--- src/rtl/uart_pkg.sv ---
// Shared types and frame builder for the UART transmit path.
// Build option: UART_TX_PARITY_EN puts odd parity in the parity slot; otherwise that slot is a second stop bit.
package uart_pkg;

  localparam int UART_DATA_BIT = 8;
  localparam int FRAME_BITS    = UART_DATA_BIT + 3;

  typedef enum logic [0:0] {TX_IDLE, TX_SEND} tx_state_t;

  // Frame as shifted out LSB first: start(0), data, parity slot, stop(1).
  function automatic logic [FRAME_BITS-1:0] build_frame(input logic [UART_DATA_BIT-1:0] data);
    logic par;
`ifdef UART_TX_PARITY_EN
    par = ~^data;
`else
    par = 1'b1;
`endif
    return {1'b1, par, data, 1'b0};
  endfunction

endpackage

--- src/rtl/uart_tx_fifo.sv ---
// Synchronous FIFO feeding the UART transmitter; DEPTH must be a power of 2.
module uart_tx_fifo #(
  parameter int DW    = 8,
  parameter int DEPTH = 4
) (
  input  logic                   clk,
  input  logic                   rst,
  input  logic                   push,
  input  logic                   pop,
  input  logic [DW-1:0]          wr_data,
  output logic [DW-1:0]          rd_data,
  output logic                   full,
  output logic                   empty,
  output logic [$clog2(DEPTH):0] count
);

  localparam int AW = $clog2(DEPTH);

  logic [DW-1:0] mem_q [DEPTH];
  logic [AW-1:0] wptr_q, wptr_d, rptr_q, rptr_d;
  logic [AW:0]   count_q, count_d;
  logic          do_push, do_pop;

  assign full    = (count_q == (AW+1)'(DEPTH));
  assign empty   = (count_q == '0);
  assign count   = count_q;
  assign rd_data = mem_q[rptr_q];

  // full is judged before any same-cycle pop, so a push into a full FIFO is always dropped.
  always_comb begin
    do_push = push && !full;
    do_pop  = pop && !empty;
    wptr_d  = do_push ? wptr_q + AW'(1) : wptr_q;
    rptr_d  = do_pop  ? rptr_q + AW'(1) : rptr_q;
    count_d = count_q;
    case ({do_push, do_pop})
      2'b10:   count_d = count_q + (AW+1)'(1);
      2'b01:   count_d = count_q - (AW+1)'(1);
      default: count_d = count_q;
    endcase
  end

  always_ff @(posedge clk) begin
    if (rst) begin
      wptr_q  <= '0;
      rptr_q  <= '0;
      count_q <= '0;
    end else begin
      wptr_q  <= wptr_d;
      rptr_q  <= rptr_d;
      count_q <= count_d;
    end
  end

  always_ff @(posedge clk) begin
    if (do_push) mem_q[wptr_q] <= wr_data;
  end

endmodule

--- src/rtl/uart_tx_buf.sv ---
// Buffered UART transmitter: FIFO plus 11-bit frame serialiser, LSB first, idle-high line.
// Build option: UART_TX_PARITY_EN (see uart_pkg) selects odd parity vs. a second stop bit.
module uart_tx_buf import uart_pkg::*; #(
  parameter int DATA_BIT   = UART_DATA_BIT,
  parameter int ITEM_COUNT = 4
) (
  input  logic                        clk,
  input  logic                        rst,
  input  logic [15:0]                 clkdiv,
  input  logic [DATA_BIT-1:0]         wr_data,
  input  logic                        wr_en,
  output logic                        full,
  output logic                        empty,
  output logic [$clog2(ITEM_COUNT):0] count,
  output logic                        busy,
  output logic                        ovf,
  output logic                        done,
  output logic                        tx
);

  localparam int BCW = $clog2(FRAME_BITS + 1);

  tx_state_t             state_q, state_d;
  logic [FRAME_BITS-1:0] sh_q, sh_d;
  logic [15:0]           div_q, div_d, cyc_q, cyc_d;
  logic [BCW-1:0]        bitcnt_q, bitcnt_d;
  logic                  tx_q, tx_d, done_q, done_d, ovf_q, ovf_d;
  logic                  pop, bit_end, last_bit;
  logic [DATA_BIT-1:0]   head;

  uart_tx_fifo #(.DW(DATA_BIT), .DEPTH(ITEM_COUNT)) u_fifo (
    .clk     (clk),
    .rst     (rst),
    .push    (wr_en),
    .pop     (pop),
    .wr_data (wr_data),
    .rd_data (head),
    .full    (full),
    .empty   (empty),
    .count   (count)
  );

  assign bit_end  = (cyc_q == div_q);
  assign last_bit = bit_end && (bitcnt_q == BCW'(FRAME_BITS - 1));

  always_ff @(posedge clk) begin
    if (rst) state_q <= TX_IDLE;
    else     state_q <= state_d;
  end

  always_comb begin
    state_d = state_q;
    case (state_q)
      TX_IDLE: if (!empty)  state_d = TX_SEND;
      TX_SEND: if (last_bit) state_d = TX_IDLE;
      default: state_d = TX_IDLE;
    endcase
  end

  // div_q is captured at load so clkdiv edits only affect the next frame.
  always_comb begin
    pop      = 1'b0;
    sh_d     = sh_q;
    div_d    = div_q;
    cyc_d    = cyc_q;
    bitcnt_d = bitcnt_q;
    done_d   = 1'b0;
    case (state_q)
      TX_IDLE: begin
        if (!empty) begin
          pop      = 1'b1;
          sh_d     = build_frame(head);
          div_d    = clkdiv;
          cyc_d    = '0;
          bitcnt_d = '0;
        end
      end
      TX_SEND: begin
        if (bit_end) begin
          cyc_d    = '0;
          sh_d     = {1'b1, sh_q[FRAME_BITS-1:1]};
          bitcnt_d = bitcnt_q + BCW'(1);
          done_d   = last_bit;
        end else begin
          cyc_d = cyc_q + 16'd1;
        end
      end
      default: ;
    endcase
    // tx_q mirrors the bit that will be current next cycle, so the line is glitch-free.
    tx_d  = (state_d == TX_SEND) ? sh_d[0] : 1'b1;
    ovf_d = wr_en && full;
  end

  always_ff @(posedge clk) begin
    if (rst) begin
      sh_q     <= '1;
      div_q    <= '0;
      cyc_q    <= '0;
      bitcnt_q <= '0;
      tx_q     <= 1'b1;
      done_q   <= 1'b0;
      ovf_q    <= 1'b0;
    end else begin
      sh_q     <= sh_d;
      div_q    <= div_d;
      cyc_q    <= cyc_d;
      bitcnt_q <= bitcnt_d;
      tx_q     <= tx_d;
      done_q   <= done_d;
      ovf_q    <= ovf_d;
    end
  end

  assign busy = (state_q != TX_IDLE);
  assign tx   = tx_q;
  assign done = done_q;
  assign ovf  = ovf_q;

endmodule

--- config.mk ---
export PLATFORM = sky130hd
export DESIGN_NAME = uart_tx_buf
export DESIGN_NICKNAME = d
export VERILOG_FILES = /design/src/rtl/uart_pkg.sv /design/src/rtl/uart_tx_fifo.sv /design/src/rtl/uart_tx_buf.sv
export SDC_FILE = /design/constraint.sdc
export NUM_CORES = 1
export LEC_CHECK = 0
export CELL_PAD_IN_SITES_DETAIL_PLACEMENT = 1
export CELL_PAD_IN_SITES_GLOBAL_PLACEMENT = 2
export CORE_ASPECT_RATIO = 0.9
export CORE_MARGIN = 2
export CORE_UTILIZATION = 40
export CTS_CLUSTER_SIZE = 40
export DETAILED_ROUTE_END_ITERATION = 16
export PLACE_DENSITY = 0.91
export SKIP_LAST_GASP = 1
export SYNTH_ARGS = -nofsm -noshare
export SYNTH_HDL_FRONTEND = slang
export SYNTH_SLANG_ARGS = --single-unit
--- constraint.sdc ---
create_clock -name clk -period 4.3 [get_ports clk]
set_clock_uncertainty 0.1 [all_clocks]
set_input_delay 0.43 -clock clk [delete_from_list [all_inputs] [get_ports clk]]
set_output_delay 0.43 -clock clk [all_outputs]
set_load 0.005 [all_outputs]
After elaboration in Yosys (flattened, before gate mapping)
Memories as Yosys holds them, arrays and structs flattened. A register that Yosys moved wholly into a read port is not among the register bits.
Cells that the tools add are included.
{ "word_totals": {"reg_bits": 58, "mem_bits_rw": 32, "in_bits": 27, "out_inout_bits": 9, "word_cells": 60, "memories": 1} }
{ "classes": {"add_sub_neg": 6, "n_eq_ne": 7, "mux": 18, "bitwise_logic": 4, "n_reduce_logical": 12} }
{ "memory_table": {"columns": ["name", "words", "word_bits", "read_ports", "rd_clocked_by_memory_dff", "wr", "line", "rtl"], "rows": [
  ["u_fifo.mem_q", 4, 8, 1, 1, 1, "uart_tx_fifo.sv:19", "logic [DW-1:0] mem_q [DEPTH];"]
]} }
{ "ops": {"columns": ["operator", "n"], "rows": [
  ["16-bit two-way mux", 2],
  ["16-bit case mux with 2 select lines", 1],
  ["11-bit two-way mux", 2],
  ["11-bit case mux with 2 select lines", 1],
  ["16-bit by 1-bit adder with 16-bit output (second input constant)", 1],
  ["16-bit == test", 1],
  ["4-bit two-way mux", 2],
  ["4-bit case mux with 2 select lines", 1],
  ["3-bit case mux with 2 select lines", 1],
  ["1-bit two-way mux", 5],
  ["2-bit by 1-bit adder with 2-bit output (second input constant)", 2],
  ["4-bit by 1-bit adder with 4-bit output (second input constant)", 1],
  ["4-bit == test (second input constant)", 1],
  ["1-bit logical AND", 4],
  ["2-bit two-way mux", 2],
  ["1-bit inverter", 4],
  ["2-bit AND reduction", 2],
  ["3-bit by 1-bit adder with 3-bit output (second input constant)", 1],
  ["3-bit == test (second input constant)", 1],
  ["3-bit logical NOT", 1],
  ["3-bit OR reduction", 1],
  ["3-bit by 1-bit subtractor with 3-bit output (second input constant)", 1],
  ["2-bit by 1-bit == test with 1-bit output (second input constant)", 1],
  ["2-bit == test (second input constant)", 1],
  ["other kinds (6)", 7]
]} }

Depth between registers and ports, before layout
Gate-level depths: netlist of run 1.
{ "logic_depth": {"depth_word": 6, "mapped_depth": 12, "mapped_depth_nobuf": 10} }

Hierarchy
Synthesis of run 1 repeated with hierarchy kept, for this count alone.
{ "hier_totals": {"hier_cells": 371, "area_unflattened_um2": 4005.1} }
{ "modules_own_cells": {"columns": ["mod", "n_inst", "cells_each", "area_per_inst_um2", "seq_area_each_um2"], "rows": [
  ["uart_tx_buf", 1, 275, 2369.8, 1021.0],
  ["uart_tx_fifo", 1, 96, 1635.3, 1141.1]
]} }

Worst setup path before layout of run 1
OpenSTA, ideal clock, no wires.
{ "synth_timing": {"path_kind": "reg-to-reg", "startpoint": "register u_fifo.count_q[0] (netlist: u_fifo.count[0])", "endpoint": "register u_fifo.count_q[2] (netlist: u_fifo.count[2])", "setup_time_ns": 0.070, "arrival_time_ns": 2.816, "required_time_ns": 4.130, "setup_slack_ns": 1.313, "stages_incl_launch_ff": 13, "path_buffers": 3, "period_less_slack_ns": 2.987, "path_cell_list": "dfxtp_1 -> nor3_1 -> or2_2 -> clkbuf_1 -> inv_1 -> clkbuf_1 -> clkbuf_1 -> ha_1 -> inv_1 -> fa_1 -> xor2_1 -> or3_1 -> a21oi_1"} }
{ "synth_between": {"elab_chain_len": 6, "word_cells_on_any_way": 14, "classes_between": "2 x add/sub; 3 x eq/ne; 3 x mux; 6 x reduce/logical"} }
{ "synth_rtl": {"columns": ["element", "line", "rtl"], "rows": [
  ["start: declaration", "uart_tx_fifo.sv:21", "logic [AW:0] count_q, count_d;"],
  ["start signal: assignment", "uart_tx_fifo.sv:51", "count_q <= count_d;"],
  ["3-bit logical NOT *", "uart_tx_fifo.sv:25", "assign empty = (count_q == '0);"],
  ["named net empty", "uart_tx_buf.sv:13", "output logic empty,"],
  ["1-bit two-way mux", "uart_tx_buf.sv:70", "if (!empty) begin"],
  ["1-bit two-way mux", "uart_tx_buf.sv:68", "case (state_q)"],
  ["1-bit logical AND *", "uart_tx_fifo.sv:32", "do_pop = pop && !empty;"],
  ["named net u_fifo.do_pop", "uart_tx_fifo.sv:22", "logic do_push, do_pop;"],
  ["2-bit by 1-bit == test with 1-bit output or 2-bit == test (tied branches)", "uart_tx_fifo.sv:36", "case ({do_push, do_pop})"],
  ["3-bit case mux with 2 select lines or 2-bit nonzero test (tied branches)", null, null]
]} }
Mark *: on every way through the listed nets, which the timed path passes. The rest lies on a longest branch.
A chain may end at the register's enable or synchronous reset.

Final worst setup path of run 1
{ "layout_timing": {"startpoint": "register u_fifo.count_q[0] (netlist: u_fifo.count[0])", "endpoint": "register u_fifo.count_q[2] (netlist: u_fifo.count[2])"} }
{ "layout_between": {"elab_chain_len": 6, "word_cells_on_any_way": 14, "classes_between": "2 x add/sub; 3 x eq/ne; 3 x mux; 6 x reduce/logical"} }
{ "layout_rtl": {"columns": ["element", "line"], "rows": [
  ["3-bit logical NOT", "uart_tx_fifo.sv:25"],
  ["1-bit two-way mux", "uart_tx_buf.sv:70"],
  ["1-bit two-way mux", "uart_tx_buf.sv:68"],
  ["1-bit logical AND", "uart_tx_fifo.sv:32"],
  ["2-bit by 1-bit == test with 1-bit output or 2-bit == test (tied branches)", "uart_tx_fifo.sv:36"],
  ["3-bit case mux with 2 select lines or 2-bit nonzero test (tied branches)", null]
]} }
Several ways; a longest one is shown, not always the timed one.

==> results of run 1 <==
[power groups by stage]
stage	Combinational, mW	Sequential (mW)	Clock (mW)
global placement	1.04	1.22	0
global route	1.18	1.24	0.572
CTS	1.07	1.21	0.545
finish	1.06	1.21	0.526
detailed placement	1.06	1.23	0
floorplan	0.753	1.16	0
[cell usage in the layout, fill, tap and decap left out, drive strengths merged, types with 3 or more instances in the layout]
cell           instances
dfxtp                 60
nand2                 50
clkdlybuf4s50         35
edfxtp                32
a21oi                 24
nor2                  20
xnor2                 20
inv                   16
nand3                 11
a21o                  10
a221o                 10
clkbuf                10
nor3                   8
mux4                   8
ha                     8
and3                   6
nand4                  6
o21ai                  6
o31ai                  6
nor4                   6
xor2                   5
buf                    5
a311o                  3
or4                    3
nor3b                  3
a22o                   3
[flip-flops by register name (all words and copies together) (netlist names), named ones only]
| signal | flops |
|---|---|
| bitcnt_q | 4 |
| busy | 1 |
| cyc_q | 16 |
| div_q | 16 |
| done | 1 |
| ovf | 1 |
| sh_q | 11 |
| tx | 1 |
| u_fifo.count | 3 |
| u_fifo.mem_q | 32 |
| u_fifo.rptr_q | 2 |
| u_fifo.wptr_q | 2 |
[layout make-up]
| type | instances | share of cell area, % |
|---|---|---|
| sequential | 92 | 46.85 |
| multi-input combinational | 242 | 36.39 |
| timing repair buffer | 40 | 8.406 |
| tap | 126 | 3.416 |
| clock buffer | 10 | 2.766 |
| inverter | 14 | 1.139 |
| clock inverter | 6 | 1.030 |
[final timing paths]
check	end	depth (start not counted)	from
setup / recovery	u_fifo.count[2]	9	u_fifo.count[0]
hold reg to reg	sh_q[10]	2	sh_q[10]
setup reg to reg	u_fifo.count[2]	9	u_fifo.count[0]
hold / removal	sh_q[10]	2	sh_q[10]
[routing by layer]
layer | GRT usage [%] | vias to the layer above | wire length, um
li1 | - | 1399 | -
met1 | 26.22 | 1383 | 4522
met2 | 25.93 | 50 | 3892
met4 | 6.719 | 0 | 144
met3 | 3.505 | 11 | 334
met5 | 0 | - | 0
[worst min-delay path, cell delays in order, from the launching register on]
cell     delay [ns]
dfxtp_1        0.32
nor3_1         0.06
nand2_1        0.06
[through the flow]
step / util [%] / std cells
after floorplan: - / 371
after global placement: 45.77 / 514
after detailed placement: 45.77 / 514
after CTS: 47.57 / 530
after global routing: 47.57 / 530
final: 47.57 / 530
[cell families (layout without fill, tap and decap cells)]
family,Yosys count,after routing,share of synthesized area [%]
adder cells (fa/ha/maj),9,9,3.008
buffers and inverters,37,70,3.979
AO/OA/AOI/OAI,70,70,12.22
flip-flops,92,92,54.14
multiplexers,10,10,5.044
XOR/XNOR,25,25,5.858
AND/OR/NAND/NOR,128,128,15.76
==> impl_metrics.yaml, run 1 <==
final_layout:
  drive_above_1_share_pct: 8.416
  area_delta_synth_final_pct: 15.54
  regArea_um2: 2162
  fin_area_um2: 4614
  n_fill_cell: 1087
  nets: 435
  n_antenna_cell: 0
  multi_input_area_um2: 1679
detailed_routing:
  drt_iter0_drc: 143
  drtPass1Iterations: 4
  drt-total-wl_mm: 8.894
  drt-vias-per-instance: 5.364
  via_count: 2843
  wl_per_cell_um: 16.78
  final_antenna_net_count: 0
  drc_errors: 0
grt:
  antenna_found_initial: 0
  grt_pass1_wl_mm: 14.72
  grt_overflow: 0
  grt_max_degree: 32
  grt_pass1_vias: 2903
  grtUsageTotal_pct: 17.82
critical_path:
  slowest_stage: "or2_2"
  crit_chain: "nor3_1, or2_2, inv_1, ha_1, inv_1, fa_1, xor2_1, or3_1, a21oi_1"
  r2r_setup_slack_ns: 1.76
  critPathLaunchType: "register"
  slowest_delay_ns: 0.47
  cp.arrival_ns: 2.74
  cpLargestDelayFamily: "simple AND/OR/NAND/NOR gates"
  cpMostUsedCell: "inv_1"
  cp.required_ns: 4.50
  worstPathBufferInverterCount: 2
  crit_path_end_kind: "register"
  path_class: "register to register"
  worstPathMaxFanout: 19
power:
  p_int_mw: 1.727
  p_clk_share_pct: 18.8
  switching_share_pct: 38.13
  power.leakage_nw: 1.569
  p_switching_mw: 1.065
  seqPwrFrac_pct: 43.3
  peakVddDrop_uv: 466.6
  p_total_mw: 2.792
  p_comb_share_pct: 37.9
  power.density_nw_per_um2: 605.1
sta:
  finalCriticalPeriod_ns: 2.543
  fmax_mhz: 393.3
  worst_slew_pin_slew_ns: 0.6782
  final_max_slew_viol_count: 0
  tns_ns: 0
  finalHoldViolCount: 0
  maxSlewHeadroom_pct: 54.70
  hold_ws_ns: 0.3605
  rsz0062_at_grt: "false"
  layout_setup_ws_ns: 1.757
  setup_viol: 0
  period_share_pct: 59.13
cts:
  cts_sinks: 92
  clockBufferDepth: 2
  clk_latency_ns: 0.36
  post_cts_resized: 0
  root_buffer: "clkbuf_8"
  path_clk_slew_ns: 0.09
  cts_tree: "done"
  cts_hold_buf: 0
  htreeDepth: 3
  cts_buffers: 9
  post_cts_buffers: 0
logic_synthesis:
  ys_types: 49
  synth_top_area_cell: "dfxtp_1"
  synthFlopType: "dfxtp_1"
  async_flop_share_pct: 0
  syn_inst: 371
  yosysMostFrequentCell: "dfxtp_1"
  yosys_warnings: 0
  netlist_top_cells_count: "dfxtp_1, nand2_1, edfxtp_1"
  synth.area.top_cells: "dfxtp_1, edfxtp_1, nand2_1"
  syn_area_um2: 3994
  synthDominantCellAreaShare_pct: 30.08
  syn_nets: 407
  synth-edff-count: 32
  avgSynthCellArea_um2: 10.77
  synth-seq-area-share_pct: 54.14
  synth-seq-cells: 92
die:
  die_x_um: 109.3
  core.rowCount: 34
  io-pin-count: 36
  initial_utilization_pct: 41.18
  chipHeight_um: 98.80
  dieArea_um2: 10800
  core-area_um2: 9699
hold_path:
  hold_path.class: "register to register"
placed_design:
  placed_area_um2: 4439
  place.gp.congestion: 0.8036
  io_buffers: 35
  dp_hpwl_mm: 6.376
  pre_cts_ws_ns: 1.592
job:
  cap_violations: 0
status:
  outcome: "finished, final reports clean"
Power figures use the tool's default switching activity.
==> run 2: changes to the inputs <==
- CORE_UTILIZATION: 40 -> 38
- PLACE_DENSITY: 0.91 -> 0.88
- clock period: 4.3 -> 2.65 ns (I/O delays scaled with it)
==> impl_metrics.yaml, run 2 (synthesis gave the netlist of run 1 again) <==
cts:
  cts_tree: "done"
  htreeDepth: 3
  path_clk_slew_ns: 0.08
  cts_hold_buf: 0
  cts_buffers: 9
  clk_latency_ns: 0.35
  root_buffer: "clkbuf_16"
  clockBufferDepth: 2
  post_cts_buffers: 0
  post_cts_resized: 0
  cts_sinks: 92
power:
  peakVddDrop_uv: 722.1
  p_total_mw: 5.103
  power.density_nw_per_um2: 1058
  power.leakage_nw: 1.683
final_layout:
  regArea_um2: 2166
  n_antenna_cell: 0
  nets: 444
  multi_input_area_um2: 1679
  area_delta_synth_final_pct: 20.71
  final_cell_mix: "dfxtp_1, nand2_1, clkdlybuf4s50_1, edfxtp_1, a21oi_1"
  fin_area_um2: 4821
  final_common_cell: "dfxtp_1"
  drive_above_1_share_pct: 11.38
  largest_reg_flops: 32
  top_register: "u_fifo.mem_q"
  n_fill_cell: 1123
  final_util_pct: 47.05
  top_regs: "u_fifo.mem_q (32), cyc_q (16), div_q (16)"
placed_design:
  place.gp.congestion: 0.7970
  dp_hpwl_mm: 6.605
  io_buffers: 35
  placed_area_um2: 4514
sta:
  setup_viol: 0
  finalCriticalPeriod_ns: 2.347
  rsz0062_at_grt: "false"
  finalHoldViolCount: 0
  tns_ns: 0
  worst_slew_pin_slew_ns: 0.6785
  final_max_slew_viol_count: 0
  fmax_mhz: 426.1
  period_share_pct: 88.56
  hold_ws_ns: 0.3514
  maxSlewHeadroom_pct: 54.60
grt:
  grt_max_degree: 31
  grtUsageTotal_pct: 17.39
  grt_pass1_wl_mm: 15.46
  grt_overflow: 0
  grt_pass1_vias: 2996
  antenna_found_initial: 0
die:
  chipHeight_um: 101.3
  io-pin-count: 36
  initial_utilization_pct: 38.97
  core.rowCount: 35
  die_x_um: 112.1
  core-area_um2: 10250
  dieArea_um2: 11350
detailed_routing:
  drt_iter0_drc: 84
  via_count: 2906
  drtPass1Iterations: 4
  drc_errors: 0
  drt-total-wl_mm: 9.361
  wl_per_cell_um: 17.27
  final_antenna_net_count: 0
  drt-vias-per-instance: 5.362
critical_path:
  path_class: "register to register"
  crit_path_end_kind: "register"
  worstPathMaxFanout: 7
  critical_path.endpoint: "u_fifo.count[2]"
  cp.arrival_ns: 2.52
  cp.required_ns: 2.82
  reg2reg_to: "u_fifo.count[2]"
  rr_worst_depth: 10
  rr_startpoint: "u_fifo.count[1]"
  r2r_setup_slack_ns: 0.30
  startpoint: "u_fifo.count[1]"
  critPathLaunchType: "register"
job:
  cap_violations: 0
hold_path:
  hold_path.class: "register to register"
status:
  outcome: "finished, final reports clean"
## run 2: cell count changes in the layout (fill, tap and decap cells not counted), moves of 2 or more
cell	previous run	this run
clkinv_4	2	0
inv_8	0	2
dfxtp_1	60	57
clkbuf_16	0	9
dfxtp_2	0	3
buf_4	5	14
clkinv_8	0	2
clkbuf_8	9	0
## run 2: final cells by class
type	instances	area share, %
Multi-Input combinational cell	242	34.83
Clock buffer	9	4.672
Tap cell	129	3.348
Sequential cell	92	44.93
Inverter	14	1.090
Timing Repair Buffer	49	9.447
Clock inverter	7	1.687
## run 2: where the power goes
part	switching, mW	total [mW]	internal, mW
sequential	0.217	1.95	1.73
clock	0.627	1.30	0.676
combinational	1.05	1.85	0.803
total	1.89	5.10	3.21
## run 2: metal layers
layer | share of wire, % | wire length [um] | global-route usage (%)
met1 | 48 | 4528 | 22.89
met2 | 47 | 4427 | 28.67
met3 | 3.3 | 309 | 4.788
met4 | 1.0 | 95 | 4.784
met5 | 0 | 0 | 0
## run 2: how the worst min path moves through the flow
stage	from	endpoint	slack [ns]	cells after the start
floorplan	wr_data[0]	u_fifo.mem_q[0][0]	0.26	0
global placement	sh_q[10]	sh_q[10]	0.33	2
detailed placement	sh_q[10]	sh_q[10]	0.34	2
CTS	sh_q[10]	sh_q[10]	0.36	2
global route	clkdiv[11]	div_q[11]	0.38	3
finish	sh_q[10]	sh_q[10]	0.35	2
## run 2: stage by stage
| stage | setup slack (ns) | instances |
|---|---|---|
| detailed placement | 0.2635 | 526 |
| finish | 0.3032 | 542 |
| global route | 0.1022 | 542 |
| CTS | 0.2981 | 542 |
| floorplan | 0.005916 | 371 |
| global placement | 0.3008 | 526 |
## run 2: critical path, stage by stage, from the launching register on
cell	delay, ns
dfxtp_2	0.34
inv_1	0.10
nand3_1	0.19
and2_1	0.25
inv_1	0.08
ha_1	0.19
inv_1	0.06
fa_1	0.37
xor2_1	0.16
or3_1	0.30
a21oi_1	0.13
